$ cat src/rtl/wm_input_conditioner.sv
// Front-panel conditioner: synchronises, debounces and edge-detects the start, cycle and door inputs.
// Optional macro LONG_PRESS_EN: start_stop moves to release and long holds raise long_press instead.
module wm_input_conditioner #(
  parameter int SYNC_STAGES       = 2,
  parameter int DEBOUNCE_CYCLES   = 16,
  parameter int CNT_W             = 5,
  parameter int LONG_PRESS_CYCLES = 1000,
  parameter int HOLD_W            = 10
) (
  input  logic clk,
  input  logic reset,
  input  logic btn_start_raw,
  input  logic btn_cycle_raw,
  input  logic door_sw_raw,
  output logic start_stop,
  output logic cycle_select,
  output logic door_open,
  output logic long_press
);

  localparam int START = 0;
  localparam int CYCLE = 1;
  localparam int DOOR  = 2;
  // The door powers up as open so the controller never starts before it is proven closed.
  localparam logic [2:0]       RESET_LEVEL = 3'b100;
  localparam logic [CNT_W-1:0] CNT_LAST    = CNT_W'(DEBOUNCE_CYCLES - 1);

  if (SYNC_STAGES < 2) begin : g_bad_sync
    $error("wm_input_conditioner: SYNC_STAGES must be at least 2");
  end
  if (DEBOUNCE_CYCLES < 2 || (DEBOUNCE_CYCLES - 1) >= (2 ** CNT_W)) begin : g_bad_cnt
    $error("wm_input_conditioner: CNT_W cannot hold DEBOUNCE_CYCLES-1");
  end
  if (LONG_PRESS_CYCLES < 1 || LONG_PRESS_CYCLES >= (2 ** HOLD_W)) begin : g_bad_hold
    $error("wm_input_conditioner: HOLD_W cannot hold LONG_PRESS_CYCLES");
  end

  logic [2:0]             raw;
  logic [SYNC_STAGES-1:0] sync_q [3];
  logic [CNT_W-1:0]       cnt_q  [3];
  logic [2:0]             s;
  logic [2:0]             d_q;
  logic [2:0]             flip;
  logic                   cycle_rise;
  logic                   start_evt;
  logic                   start_stop_q;
  logic                   cycle_select_q;

  assign raw = {door_sw_raw, btn_cycle_raw, btn_start_raw};

  // flip marks the edge on which a channel's debounced level changes.
  always_comb begin
    s    = '0;
    flip = '0;
    for (int i = 0; i < 3; i++) begin
      s[i]    = sync_q[i][SYNC_STAGES-1];
      flip[i] = (s[i] != d_q[i]) && (cnt_q[i] == CNT_LAST);
    end
  end

  assign cycle_rise = flip[CYCLE] & ~d_q[CYCLE];

  always_ff @(posedge clk) begin
    if (reset) begin
      for (int i = 0; i < 3; i++) begin
        sync_q[i] <= {SYNC_STAGES{RESET_LEVEL[i]}};
        cnt_q[i]  <= '0;
      end
      d_q <= RESET_LEVEL;
    end else begin
      for (int i = 0; i < 3; i++) begin
        sync_q[i] <= {sync_q[i][SYNC_STAGES-2:0], raw[i]};
        if ((s[i] == d_q[i]) || flip[i]) cnt_q[i] <= '0;
        else                             cnt_q[i] <= cnt_q[i] + 1'b1;
      end
      d_q <= d_q ^ flip;
    end
  end

`ifdef LONG_PRESS_EN
  localparam logic [HOLD_W-1:0] HOLD_MAX = HOLD_W'(LONG_PRESS_CYCLES);

  logic [HOLD_W-1:0] hold_q;
  logic              start_fall;
  logic              long_press_q;

  assign start_fall = flip[START] & d_q[START];
  // A short press reports on release; a hold that reached the limit already reported as long_press.
  assign start_evt  = start_fall && (hold_q < HOLD_MAX);

  always_ff @(posedge clk) begin
    if (reset) begin
      hold_q       <= '0;
      long_press_q <= 1'b0;
    end else begin
      if (!d_q[START] || start_fall) hold_q <= '0;
      else if (hold_q != HOLD_MAX)   hold_q <= hold_q + 1'b1;
      long_press_q <= d_q[START] && !start_fall && (hold_q == HOLD_MAX - 1'b1);
    end
  end

  assign long_press = long_press_q;
`else
  logic start_rise;

  assign start_rise = flip[START] & ~d_q[START];
  assign start_evt  = start_rise;
  assign long_press = 1'b0;
`endif

  // Start wins a same-cycle tie; the cycle-select pulse is dropped, not deferred.
  always_ff @(posedge clk) begin
    if (reset) begin
      start_stop_q   <= 1'b0;
      cycle_select_q <= 1'b0;
    end else begin
      start_stop_q   <= start_evt;
      cycle_select_q <= cycle_rise & ~start_evt;
    end
  end

  assign start_stop   = start_stop_q;
  assign cycle_select = cycle_select_q;
  assign door_open    = d_q[DOOR];

endmodule

$ cat config.mk
export PLATFORM = sky130hd
export DESIGN_NAME = wm_input_conditioner
export DESIGN_NICKNAME = d
export VERILOG_FILES = /design/src/rtl/wm_input_conditioner.sv
export SDC_FILE = /design/constraint.sdc
export NUM_CORES = 1
export LEC_CHECK = 0
export ABC_AREA = 1
export CORE_MARGIN = 2
export CORE_UTILIZATION = 35
export DETAILED_ROUTE_END_ITERATION = 6
export PLACE_DENSITY_LB_ADDON = 0.1
export SLEW_MARGIN = 5
export SYNTH_ARGS = -nofsm -noshare
export SYNTH_HDL_FRONTEND = slang
export SYNTH_SLANG_ARGS = --single-unit
$ cat constraint.sdc
create_clock -name clk -period 1.32 [get_ports clk]
set_input_delay 0.264 -clock clk [delete_from_list [all_inputs] [get_ports clk]]
set_output_delay 0.264 -clock clk [all_outputs]
set_load 0.01 [all_outputs]
==> results.json, run 1 <==
{
  "synth.most_common_cell": "nor2_1",
  "ys_top_cells_by_area": "edfxtp_1 39%, dfxtp_1 19%, nor2_1 8.6%, ha_1 6.6%, inv_1 5.6%",
  "yosysSeqAreaShare": 0.588,
  "cellPowerDensity_nw_per_um2": 962,
  "ys_types": 19,
  "die_h_um": 61.1,
  "synth_top_cell_by_area": "edfxtp_1",
  "wirelength_um": 1700,
  "ys.flop_type": "edfxtp_1",
  "clock_sinks": 26,
  "path_class": "reg -> reg",
  "drive_above_1_share": 0.241,
  "grt_max_degree": 16,
  "rows": 20,
  "vias_per_cell": 4.03,
  "gp_congestion": 0.738,
  "first_pass_iters": 4,
  "yosys_warnings": 0,
  "min_period_over_period": 1.09,
  "layout_setup_ws_ns": -0.119,
  "via_count": 814,
  "io_buffers": 7,
  "synth_commonest_cells": "26 x nor2_1, 17 x inv_1, 16 x nand2_1",
  "worstReg2RegStart": "cnt_q[0][1]$_SDFFCE_PN0P_",
  "die_w_um": 61.1,
  "stdcell_count": 202,
  "violations": "negative setup slack",
  "crit_path_start": "cnt_q[0][1]$_SDFFCE_PN0P_",
  "cts-root-buf": "clkbuf_4",
  "area_growth_pct": 34.8,
  "worstSetupStartpointType": "flip-flop",
  "synthArstFlopShare": 0,
  "hp-start": "sync_q[0][2]$_SDFF_PP0_",
  "clk_latency_ns": 0.32,
  "grt_pass1_wl_um": 3040,
  "clockBufferDepth": 2,
  "hold_viol_final": 0,
  "dp_cells": 193,
  "r2r_cells": 7,
  "hold_depth": 2,
  "slew_viol_final": 0,
  "cp-end-kind": "flip-flop",
  "vdd_drop_max_mv": 0.773,
  "cts_max_level": 1,
  "outcome": "finished with violations",
  "dieArea_um2": 3730,
  "cts_tree": "built",
  "grt.overflow.total": 0,
  "cp.arrival_ns": 1.63,
  "hold_buffers": 0,
  "min_period_ns": 1.44,
  "avgSynthCellArea_um2": 9.67,
  "hpwl_um": 1290,
  "r2r_slack_ns": -0.12,
  "total_power_uw": 1480,
  "layout.nets": 170,
  "grt_setup_unrepaired": "true",
  "skew_ns": 0.00172,
  "cp_max_fo": 5,
  "synth-edff-count": 15,
  "antenna_found_initial": 0,
  "routedWlPerCell_um": 8.42,
  "hold_path_class": "reg -> reg",
  "grt_pass1_vias": 809,
  "coreArea_um2": 3080,
  "syn_inst": 118,
  "cp.required_ns": 1.51,
  "insertedDiodeCount": 0,
  "max_freq_mhz": 695,
  "num_io_pins": 9,
  "drtIter0Drc": 22,
  "cap_violations": 0,
  "setup_viol_count_final": 15,
  "synth_seq_cells": 26,
  "clk_pin_slew_ns": 0.14,
  "ant_nets": 0,
  "p_leak_uw": 0.000677,
  "synth_area_um2": 1140,
  "initial_core_util": 0.371,
  "drc": 0,
  "grt_util_all_layers": 0.111,
  "cts_buffers": 3,
  "synth_top_area_share": 0.395
}
final timing paths:
kind	end
worst min register to register	sync_q[0][3]$_SDFF_PP0_
worst min-delay path	sync_q[0][3]$_SDFF_PP0_
worst max register to register	cnt_q[0][3]$_SDFFCE_PN0P_
worst max-delay path	cnt_q[0][3]$_SDFFCE_PN0P_
metal layers:
metal  vias to the layer above  GRT usage  wire (um)  share of wire
li1                        438          -          -              -
met1                       366      0.114        734           0.43
met2                         8      0.208        895           0.53
met4                         0     0.0280         15         0.0088
met3                         2     0.0441         55          0.032
met5                         -          0          0              0
worst max-delay path, stage by stage (launching register included):
cell and delay [ns]:
edfxtp_1 0.41, ha_2 0.20, nand2_1 0.06, nor2_1 0.04, ha_2 0.18, nor2_2 0.15, nand3_2 0.14, a21oi_1 0.13
logic make-up after synthesis:
logic type | Yosys count | synth area share
AOI/OAI and AO/OA | 4 | 0.0175
xor gates and xnor gates | 3 | 0.0230
adders and majority gates | 6 | 0.0658
buffers and inverters | 19 | 0.0691
DFF | 26 | 0.588
other | 2 | 0.00658
and+or+nand+nor | 58 | 0.230
per-stage QoR:
step | setup TNS, ns | setup WS, ns | util | area (um^2) | hold slack [ns]
CTS | -1.77 | -0.152 | 0.483 | 1490 | 0.419
detailed placement | -2.88 | -0.238 | 0.457 | 1410 | 0.399
floorplan | -0.0891 | -0.0265 | - | 1210 | 0.361
global route | -3.52 | -0.250 | 0.500 | 1540 | 0.445
global placement | -2.44 | -0.204 | 0.457 | 1410 | 0.386
finish | -1.36 | -0.119 | 0.500 | 1540 | 0.416
cell type report:
| cell class | instances | area [um^2] |
|---|---|---|
| Multi-Input combinational cell | 87 | 498 |
| Inverter | 17 | 63.8 |
| Timing Repair Buffer | 24 | 201 |
| Clock buffer | 4 | 47.5 |
| Fill cell | 311 | 1540 |
| Tap cell | 44 | 55.1 |
| Sequential cell | 26 | 672 |
power breakdown:
part	internal, uW	leakage (uW)	switching [uW]
logic	57.8	0.000407	57.3
registers	885	0.000244	15.1
clock network	231	0.0000261	233
timing repair:
| item | CTS | global route |
|---|---|---|
| gates resized for setup | 9 | 8 |
| setup endpoints to repair | 19 | 19 |
| buffers inserted | 4 | 2 |
| pin swaps | 11 | 8 |
| hold endpoints to repair | 0 | 0 |
cell usage in the layout (no fill, tap or decap):
cell type	count
nor2_1	23
inv_1	17
conb_1	16
nand2_1	15
edfxtp_1	15
buf_4	15
dfxtp_1	10
ha_2	6
nor2_2	4
clkdlybuf4s50_1	4
nand4_1	3
nand3_1	3
xnor2_1	3
clkbuf_4	3
dlygate4sd2_1	3
nand3_4	2
nand3_2	2
or2_1	2
buf_6	2
nand2_2	1
and3b_1	1
o21ai_0	1
a21oi_1	1
or2_0	1
nand3b_1	1
a21oi_2	1
o21ai_1	1
dfxtp_2	1
clkbuf_16	1
No activity file was read; power rests on OpenSTA's default activity.
==> run 2, diff against run 1 <==
--- a/config.mk
+++ b/config.mk
@@ -6,7 +6,7 @@
 export NUM_CORES = 1
 export LEC_CHECK = 0
 export ABC_AREA = 1
-export CORE_MARGIN = 2
+export CORE_MARGIN = 1.5
 export CORE_UTILIZATION = 35
 export DETAILED_ROUTE_END_ITERATION = 6
 export PLACE_DENSITY_LB_ADDON = 0.1
==> run 2 against run 1 <==
  * The run still ends with negative setup slack left
  * First-iteration DRC count decreased by 23%
  * Final area up 5.5%
  * Combinational power grew 16%
  * Register-to-register slack improved by 0.02 ns
  * Count of clock-buffer cells in the layout is the same
  * Total power rose by 1.7%
  * Sequential power about the same
  * Setup slack improved by 0.018 ns
  * Utilization is 2.8 points higher
  * Cell count rose by 3.0%
  * Via count rose by 3.6%
  * Flip-flop and latch count is the same
  * Highest routed layer unchanged
==> results.json, run 2 (same netlist as run 1, synthesis figures left out) <==
{
  "critPathBufInv": 0,
  "clk_latency_ns": 0.32,
  "grt.overflow.total": 0,
  "initial_core_util": 0.371,
  "via_count": 843,
  "slew_viol_final": 0,
  "drc": 0,
  "cp-end-kind": "flip-flop",
  "hpwl_um": 1300,
  "setup_viol_count_final": 17,
  "cap_violations": 0,
  "first_pass_iters": 4,
  "r2r_slack_ns": -0.10,
  "layout.nets": 176,
  "layout_setup_ws_ns": -0.101,
  "design_area_um2": 1620,
  "drtIter0Drc": 17,
  "cpPeakStageDelay_ns": 0.38,
  "min_period_over_period": 1.08,
  "utilization": 0.527,
  "cp_max_fo": 5,
  "n_fill_cell": 310,
  "coreArea_um2": 3080,
  "cellPowerDensity_nw_per_um2": 927,
  "cts_buffers": 3,
  "placed_cell_area_um2": 1420,
  "cp.required_ns": 1.41,
  "grt_pass1_vias": 723,
  "total_power_uw": 1500,
  "violations": "negative setup slack",
  "finalSetupTns_ns": -1.07,
  "grt_pass1_wl_um": 3040,
  "p_leak_uw": 0.000711,
  "antenna_found_initial": 0,
  "path_cells": "ha_2 > nand2_2 > nor2_2 > ha_2 > nor2_1 > nand3b_1 > nor2_1",
  "max_freq_mhz": 703,
  "path_class": "reg -> reg",
  "hold_path_class": "reg -> reg",
  "skew_ns": 0.00174,
  "pre_cts_ws_ns": -0.187,
  "num_io_pins": 9,
  "clk_pin_slew_ns": 0.14,
  "cts_tree": "built",
  "die_w_um": 60.1,
  "grt_util_all_layers": 0.114,
  "grt_setup_unrepaired": "true",
  "cts_max_level": 1,
  "area_growth_pct": 42.2,
  "outcome": "finished with violations",
  "vias_per_cell": 4.05,
  "path_delay_family": "simple AND/OR/NAND/NOR gates",
  "layout_common_cells": "20 x buf_4, 18 x nor2_1, 17 x inv_1",
  "cts-root-buf": "clkbuf_4",
  "ant_nets": 0,
  "drive_above_1_share": 0.311,
  "vdd_drop_max_mv": 0.476,
  "worstSetupStartpointType": "flip-flop",
  "clockBufferDepth": 2,
  "routedWlPerCell_um": 8.61,
  "insertedDiodeCount": 0,
  "wirelength_um": 1790,
  "min_period_ns": 1.42,
  "grt_max_degree": 16,
  "die_h_um": 60.1,
  "layout_commonest_cell": "buf_4",
  "io_buffers": 7,
  "cp.arrival_ns": 1.51,
  "clock_sinks": 26,
  "gp_congestion": 0.760,
  "rows": 20,
  "dieArea_um2": 3610,
  "cp_slowest_cell": "edfxtp_1",
  "hold_viol_final": 0
}
run 2: changes by cell type in the layout (fill, tap and decap cells not counted), sizes merged:
cell  before  now
buf       17   23
run 2: what timing repair did:
action | in CTS | in global routing
hold buffers | 0 | 0
gates cloned | 0 | 0
pin swaps | 10 | 11
resized for setup | 9 | 20
setup buffers | 5 | 4
hold endpoints to repair | 0 | 0
endpoints found under the setup margin | 19 | 20
run 2: area by class of cell:
type | instances | area, um^2 | share of cell area
clock buffer | 4 | 47.5 | 0.0293
inverter | 17 | 63.8 | 0.0393
multi-input combinational | 87 | 534 | 0.329
sequential | 26 | 672 | 0.414
tap | 44 | 55.1 | 0.0339
timing repair buffer | 30 | 250 | 0.154
run 2: layer usage:
metal  up-vias  global-route usage  part of all wire
met5         -                   0                 0
met4         0              0.0667            0.0095
met3         2              0.0195             0.017
met2         5               0.179              0.51
met1       387               0.146              0.46
li1        449                   -                 -
run 2: report_power, final:
part	switching, uW	total [uW]	internal [uW]
logic	64.1	133	68.7
registers	15.4	901	885
clock network	240	471	231
total	319	1500	1190
run 2: path summary, 6_finish.rpt:
path              cells past startpoint                       from                         to
setup / recovery                      7  cnt_q[2][0]$_SDFFCE_PN0P_  cnt_q[2][0]$_SDFFCE_PN0P_
hold / removal                        2    sync_q[0][2]$_SDFF_PP0_    sync_q[0][3]$_SDFF_PP0_
hold reg to reg                       2    sync_q[0][2]$_SDFF_PP0_    sync_q[0][3]$_SDFF_PP0_
setup reg to reg                      7  cnt_q[2][0]$_SDFFCE_PN0P_  cnt_q[2][0]$_SDFFCE_PN0P_
run 2: metrics by stage:
step           hold slack, ns  instances
5_1_grt                 0.424        208
4_1_cts                 0.416        204
3_3_place_gp            0.390        195
3_5_place_dp            0.397        195
2_1_floorplan           0.361        132
6_report                0.413        208
run 2: worst reg2reg max path, delay by kind of cell, from the launching register on:
kind | cells | cell delay [ns]
flops | 1 | 0.38
simple gates | 5 | 0.44
fa+ha+maj | 2 | 0.37
